$ cat src/rtl/rf_ctx_pkg.sv
// Shared types and constants for the call/return context controller.
// The RF_CTX_RET_PC_EN macro selects whether return addresses are stored.
package rf_ctx_pkg;

  localparam int RF_CTX_PC_WIDTH_DEFAULT = 6;
  localparam int RF_CTX_DEPTH_DEFAULT    = 8;

  typedef enum logic [2:0] {
    IDLE   = 3'd0,
    C_INC  = 3'd1,
    C_PUSH = 3'd2,
    R_WAIT = 3'd3,
    R_POP  = 3'd4,
    R_DEC  = 3'd5
  } ctx_state_e;

endpackage

$ cat src/rtl/rf_ctx_ctrl_ret_lifo.sv
// Return-address storage: one entry per frame, synchronous write, async read.
// Built only when RF_CTX_RET_PC_EN is defined.
module rf_ret_lifo #(
  parameter int PC_WIDTH = 6,
  parameter int DEPTH    = 8
) (
  input  logic                clk,
  input  logic                wr_en,
  input  logic [PC_WIDTH-1:0] wr_idx,
  input  logic [PC_WIDTH-1:0] wr_data,
  input  logic [PC_WIDTH-1:0] rd_idx,
  output logic [PC_WIDTH-1:0] rd_data
);

  localparam int AW = (DEPTH > 1) ? $clog2(DEPTH) : 1;

  logic [PC_WIDTH-1:0] mem_q [DEPTH];
  logic [AW-1:0]       wr_a;
  logic [AW-1:0]       rd_a;

  assign wr_a    = AW'(wr_idx);
  assign rd_a    = AW'(rd_idx);
  assign rd_data = mem_q[rd_a];

  // Frame contents survive reset; only the controller pointer is cleared.
  always_ff @(posedge clk) begin
    if (wr_en) begin
      mem_q[wr_a] <= wr_data;
    end
  end

endmodule

$ cat src/rtl/rf_ctx_ctrl.sv
// Subroutine context controller: sequences register-file stack push/pop for
// call and return. Define RF_CTX_RET_PC_EN to store and return call_pc per frame.
module rf_ctx_ctrl
  import rf_ctx_pkg::*;
#(
  parameter int PC_WIDTH = RF_CTX_PC_WIDTH_DEFAULT,
  parameter int DEPTH    = RF_CTX_DEPTH_DEFAULT
) (
  input  logic                clk,
  input  logic                rst_n,
  input  logic                call_req,
  input  logic [PC_WIDTH-1:0] call_pc,
  input  logic                ret_req,
  input  logic                err_clr,
  output logic                busy,
  output logic                done,
  output logic [PC_WIDTH-1:0] ret_pc,
  output logic                ret_pc_valid,
  output logic                rf_stack_push,
  output logic                rf_stack_pop,
  output logic [PC_WIDTH-1:0] rf_stack_pointer,
  output logic                full,
  output logic                empty,
  output logic                err_ovf,
  output logic                err_unf
);

  localparam logic [PC_WIDTH-1:0] DEPTH_W = PC_WIDTH'(DEPTH);
  localparam logic [PC_WIDTH-1:0] ONE_W   = PC_WIDTH'(1'b1);
  localparam logic [PC_WIDTH-1:0] ZERO_W  = {PC_WIDTH{1'b0}};

  ctx_state_e          state_q, state_d;
  logic [PC_WIDTH-1:0] sp_q, sp_d;
  logic [PC_WIDTH-1:0] ret_pc_q, ret_pc_d;
  logic                busy_q, busy_d;
  logic                done_q, done_d;
  logic                push_q, push_d;
  logic                pop_q, pop_d;
  logic                valid_q, valid_d;
  logic                ovf_q, ovf_d;
  logic                unf_q, unf_d;
  logic [PC_WIDTH-1:0] rd_pc;

`ifdef RF_CTX_RET_PC_EN
  logic [PC_WIDTH-1:0] pc_q, pc_d;

  // Hold the return address from the accepted request until the frame is written.
  always_comb begin
    pc_d = pc_q;
    if ((state_q == IDLE) && call_req && (sp_q != DEPTH_W)) begin
      pc_d = call_pc;
    end else begin
      pc_d = pc_q;
    end
  end

  // Return-address holding register.
  always_ff @(posedge clk) begin
    if (!rst_n) begin
      pc_q <= ZERO_W;
    end else begin
      pc_q <= pc_d;
    end
  end

  // Frame n lives at index n-1: write at sp before increment, read at sp-1.
  rf_ret_lifo #(
    .PC_WIDTH (PC_WIDTH),
    .DEPTH    (DEPTH)
  ) u_ret_lifo (
    .clk     (clk),
    .wr_en   (state_q == C_INC),
    .wr_idx  (sp_q),
    .wr_data (pc_q),
    .rd_idx  (sp_q - ONE_W),
    .rd_data (rd_pc)
  );
`else
  logic unused_call_pc;
  assign unused_call_pc = ^call_pc;
  assign rd_pc          = ZERO_W;
`endif

  // Next-state and next-output logic; strobes are computed one state early
  // so that the registered outputs line up with C_PUSH, R_POP and R_DEC.
  always_comb begin
    state_d  = state_q;
    sp_d     = sp_q;
    ret_pc_d = ret_pc_q;
    done_d   = 1'b0;
    push_d   = 1'b0;
    pop_d    = 1'b0;
    valid_d  = 1'b0;
    ovf_d    = err_clr ? 1'b0 : ovf_q;
    unf_d    = err_clr ? 1'b0 : unf_q;
    case (state_q)
      IDLE: begin
        if (call_req) begin
          if (sp_q != DEPTH_W) begin
            state_d = C_INC;
          end else begin
            ovf_d = 1'b1;
          end
        end else if (ret_req) begin
          if (sp_q != ZERO_W) begin
            state_d = R_WAIT;
          end else begin
            unf_d = 1'b1;
          end
        end else begin
          state_d = IDLE;
        end
      end
      C_INC: begin
        sp_d    = sp_q + ONE_W;
        push_d  = 1'b1;
        done_d  = 1'b1;
        state_d = C_PUSH;
      end
      C_PUSH: begin
        state_d = IDLE;
      end
      R_WAIT: begin
        pop_d    = 1'b1;
        valid_d  = 1'b1;
        ret_pc_d = rd_pc;
        state_d  = R_POP;
      end
      R_POP: begin
        done_d  = 1'b1;
        state_d = R_DEC;
      end
      R_DEC: begin
        sp_d    = sp_q - ONE_W;
        state_d = IDLE;
      end
      default: begin
        state_d = IDLE;
      end
    endcase
    busy_d = (state_d != IDLE);
  end

  // Controller state and registered outputs.
  always_ff @(posedge clk) begin
    if (!rst_n) begin
      state_q  <= IDLE;
      sp_q     <= ZERO_W;
      ret_pc_q <= ZERO_W;
      busy_q   <= 1'b0;
      done_q   <= 1'b0;
      push_q   <= 1'b0;
      pop_q    <= 1'b0;
      valid_q  <= 1'b0;
      ovf_q    <= 1'b0;
      unf_q    <= 1'b0;
    end else begin
      state_q  <= state_d;
      sp_q     <= sp_d;
      ret_pc_q <= ret_pc_d;
      busy_q   <= busy_d;
      done_q   <= done_d;
      push_q   <= push_d;
      pop_q    <= pop_d;
      valid_q  <= valid_d;
      ovf_q    <= ovf_d;
      unf_q    <= unf_d;
    end
  end

  assign busy             = busy_q;
  assign done             = done_q;
  assign ret_pc           = ret_pc_q;
  assign ret_pc_valid     = valid_q;
  assign rf_stack_push    = push_q;
  assign rf_stack_pop     = pop_q;
  assign rf_stack_pointer = sp_q;
  assign full             = (sp_q == DEPTH_W);
  assign empty            = (sp_q == ZERO_W);
  assign err_ovf          = ovf_q;
  assign err_unf          = unf_q;

endmodule

$ cat config.mk
export PLATFORM = sky130hd
export DESIGN_NAME = rf_ctx_ctrl
export DESIGN_NICKNAME = d
export VERILOG_FILES = /design/src/rtl/rf_ctx_pkg.sv /design/src/rtl/rf_ctx_ctrl_ret_lifo.sv /design/src/rtl/rf_ctx_ctrl.sv
export SDC_FILE = /design/constraint.sdc
export NUM_CORES = 1
export LEC_CHECK = 0
export ABC_AREA = 1
export CAP_MARGIN = 10
export CORE_ASPECT_RATIO = 1.1
export CORE_UTILIZATION = 30
export DETAILED_ROUTE_END_ITERATION = 10
export PLACE_DENSITY = 0.64
export SYNTH_ARGS = -nofsm -noshare
export SYNTH_HDL_FRONTEND = slang
export SYNTH_HIERARCHICAL = 1
export SYNTH_SLANG_ARGS = --single-unit
$ cat constraint.sdc
create_clock -name clk -period 2 [get_ports clk]
set_input_delay 0.2 -clock clk [delete_from_list [all_inputs] [get_ports clk]]
set_output_delay 0.2 -clock clk [all_outputs]
set_load 0.02 [all_outputs]
==> flow_metrics.env <==
export IMPL_outcome="completed"
export IMPL_ys_top_cells_by_area="dfxtp_1, nand2_1, inv_1, a21oi_1, buf_4"
export IMPL_htree_num_levels=1
export IMPL_wl_um=1820
export IMPL_clk_pin_slew_worst_paths_ns=0.08
export IMPL_final_hold_viol_count=0
export IMPL_worst_skew_pair_late_latency_ns=0.28
export IMPL_tns_ns=0
export IMPL_finalClockSkew_ns=0.0104
export IMPL_setup_viol=0
export IMPL_syn2layout_area_growth_pct=26.1
export IMPL_cp_common_cell="inv_1"
export IMPL_grt_max_degree=12
export IMPL_p_per_area_nw_per_um2=808
export IMPL_cts_sinks=15
export IMPL_ant_nets=0
export IMPL_critPathTopFamily="buffers and inverters"
export IMPL_dpl_hpwl_um=1450
export IMPL_syn_avg_cell_area_um2=6.93
export IMPL_setup_slack_ns=0.157
export IMPL_post_cts_buffers=0
export IMPL_ys_types=21
export IMPL_finalCriticalPeriod_ns=1.84
export IMPL_ios=32
export IMPL_grt_usage_pct=13.1
export IMPL_nets=166
export IMPL_cts_buffers=3
export IMPL_power_leakage_nw=0.542
export IMPL_initial_core_util_pct=31.9
export IMPL_max_freq_ghz=0.543
export IMPL_dieArea_um2=3180
export IMPL_critPathKind="reg2out"
export IMPL_finalMaxSlewViolations=0
export IMPL_period_share_pct=92.2
export IMPL_drt_vias_per_instance=4.61
export IMPL_worstPathRequired_ns=1.80
export IMPL_antenna_found_initial=0
export IMPL_yosysSeqAreaShare_pct=33.9
export IMPL_rsz0062_at_grt="no"
export IMPL_drc=0
export IMPL_num_antenna_cells=0
export IMPL_max_clock_path_buffers=2
export IMPL_cp_end_kind="output port"
export IMPL_cp_arrival_ns=1.64
export IMPL_crit_path_cell_trace="inv_1, nor2_1, nand3_1, inv_1, clkdlybuf4s50_1"
export IMPL_yosys_warnings=6
export IMPL_root_buffer="clkbuf_4"
export IMPL_cts_tree="done"
export IMPL_ys_seq_elements=15
export IMPL_fillerInstances=307
export IMPL_ir_worst_vdd_v=0.000348
export IMPL_cpPeakStageDelay_ns=0.60
export IMPL_grt_pass1_vias=732
export IMPL_gp_congestion=0.847
export IMPL_mappedNetlistArea_um2=887
export IMPL_grt_overflow=0
export IMPL_wire_per_inst_um=9.99
export IMPL_core_um2=2780
export IMPL_grt_pass1_wl_um=3050
export IMPL_layout_drive_gt1_share_pct=10.1
export IMPL_drt_iter0_markers=18
export IMPL_synthArstFlopShare_pct=0
export IMPL_port_buffers=19
export IMPL_die_x_um=53.8
export IMPL_cap_violations=0
export IMPL_crit_buf_inv=3
export IMPL_die_h_um=59.0
export IMPL_first_pass_iters=4
export IMPL_hold_class="reg2reg"
export IMPL_synth_cells=128
export IMPL_synth_top_area_cell="dfxtp_1"
export IMPL_yosysMostFrequentCell="nand2_1"
export IMPL_place_ws_ns=0.149
export IMPL_cp_max_fo=5
export IMPL_synth_ff_type="dfxtp_1"
export IMPL_yosys_area_top_type_share_pct=33.9
export IMPL_via_count=839
export IMPL_cp_start_kind="flop"
export IMPL_ys_top_cells_by_count="nand2_1, inv_1, dfxtp_1"
export IMPL_synth_edf_count=0
export IMPL_fp_row_count=20
export IMPL_crit_slowest_cell="clkdlybuf4s50_1"
-- power by group --
part | switching (mW) | internal (mW) | total (mW) | leakage, nW
registers | 0.0444 | 0.340 | 0.384 | 0.124
clock network | 0.0909 | 0.0773 | 0.168 | 0.0150
logic | 0.207 | 0.144 | 0.351 | 0.403
-- sequential cells by signal (all words and copies together) (netlist names) --
register          flops
busy                  1
state_q               3
done                  1
ret_pc_valid          1
err_unf               1
rf_stack_push         1
err_ovf               1
rf_stack_pointer      6
-- routing by layer --
layer  vias to the layer above  wire (um)  global-route usage (%)
li1                        437          -                       -
met5                         -          0                       0
met4                         0         10                    6.77
met2                        17        928                    22.9
met3                         2         99                    1.79
met1                       383        780                    15.1
-- final timing paths --
kind	start	end	slack (ns)	cells after the start
max reg2reg	state_q[0]	rf_stack_pointer[3]	0.26	9
min	err_ovf	err_ovf	0.47	2
max	rf_stack_pointer[3]	full	0.16	5
min reg2reg	err_ovf	err_ovf	0.47	2
-- logic make-up (layout without fill, tap and decap cells) --
| logic type | count (synthesis) | count (layout) | synth area share, % |
|---|---|---|---|
| adder cells (fa/ha/maj) | 5 | 5 | 7.90 |
| other | 1 | 6 | 0.423 |
| AO/OA/AOI/OAI | 19 | 19 | 11.4 |
| AND/OR/NAND/NOR | 57 | 57 | 28.6 |
| buffers and inverters | 28 | 44 | 14.8 |
| flip-flops | 15 | 15 | 33.9 |
| XOR/XNOR | 3 | 3 | 2.96 |
-- placed cells by master (no fill, tap or decap), drive strengths merged --
master | netlist | layout
fa | 1 | 1
nand3 | 10 | 10
buf | 7 | 1
o21ai | 6 | 6
ha | 4 | 4
conb | 1 | 6
xnor2 | 2 | 2
dlygate4sd2 | 0 | 1
nor2 | 18 | 18
clkbuf | 1 | 4
xor2 | 1 | 1
clkdlybuf4s50 | 0 | 18
nor3 | 2 | 2
dfxtp | 15 | 15
a21oi | 12 | 12
inv | 20 | 20
nand4 | 2 | 2
o21bai | 1 | 1
nand2 | 25 | 25
-- layout make-up --
type	count	area, um^2	area share (%)
clock buffers	4	26.3	2.35
inverters	20	75.1	6.71
multi-input cells	90	474	42.4
flip-flops and latches	15	305	27.3
well taps	33	41.3	3.69
repair buffers	20	196	17.6
-- timing repair --
item                       4_1_cts  5_1_grt
hold buffers                     0        0
pin swaps                        0        0
setup endpoints to repair        1        3
resized for setup                1        4
gates cloned                     0        0
-- worst register-to-register path: cells and delay by family, from the launching register on --
family / cells / cell delay, ns
flip-flops: 1 / 0.41
AND/OR/NAND/NOR: 3 / 0.30
adder cells (fa/ha/maj): 1 / 0.29
XOR/XNOR: 1 / 0.14
buffers and inverters: 2 / 0.18
AO/OA/AOI/OAI: 2 / 0.32
-- stage by stage --
stage	util [%]	power, mW	hold WS [ns]	area (um^2)	instances
2_1_floorplan	-	0.621	0.336	906	133
3_3_place_gp	39.2	0.744	0.456	1090	178
3_5_place_dp	39.2	0.747	0.463	1090	178
4_1_cts	40.1	0.912	0.474	1110	182
5_1_grt	40.3	0.983	0.484	1120	182
6_report	40.3	0.903	0.471	1120	182
No activity file was read; power rests on OpenSTA's default activity.
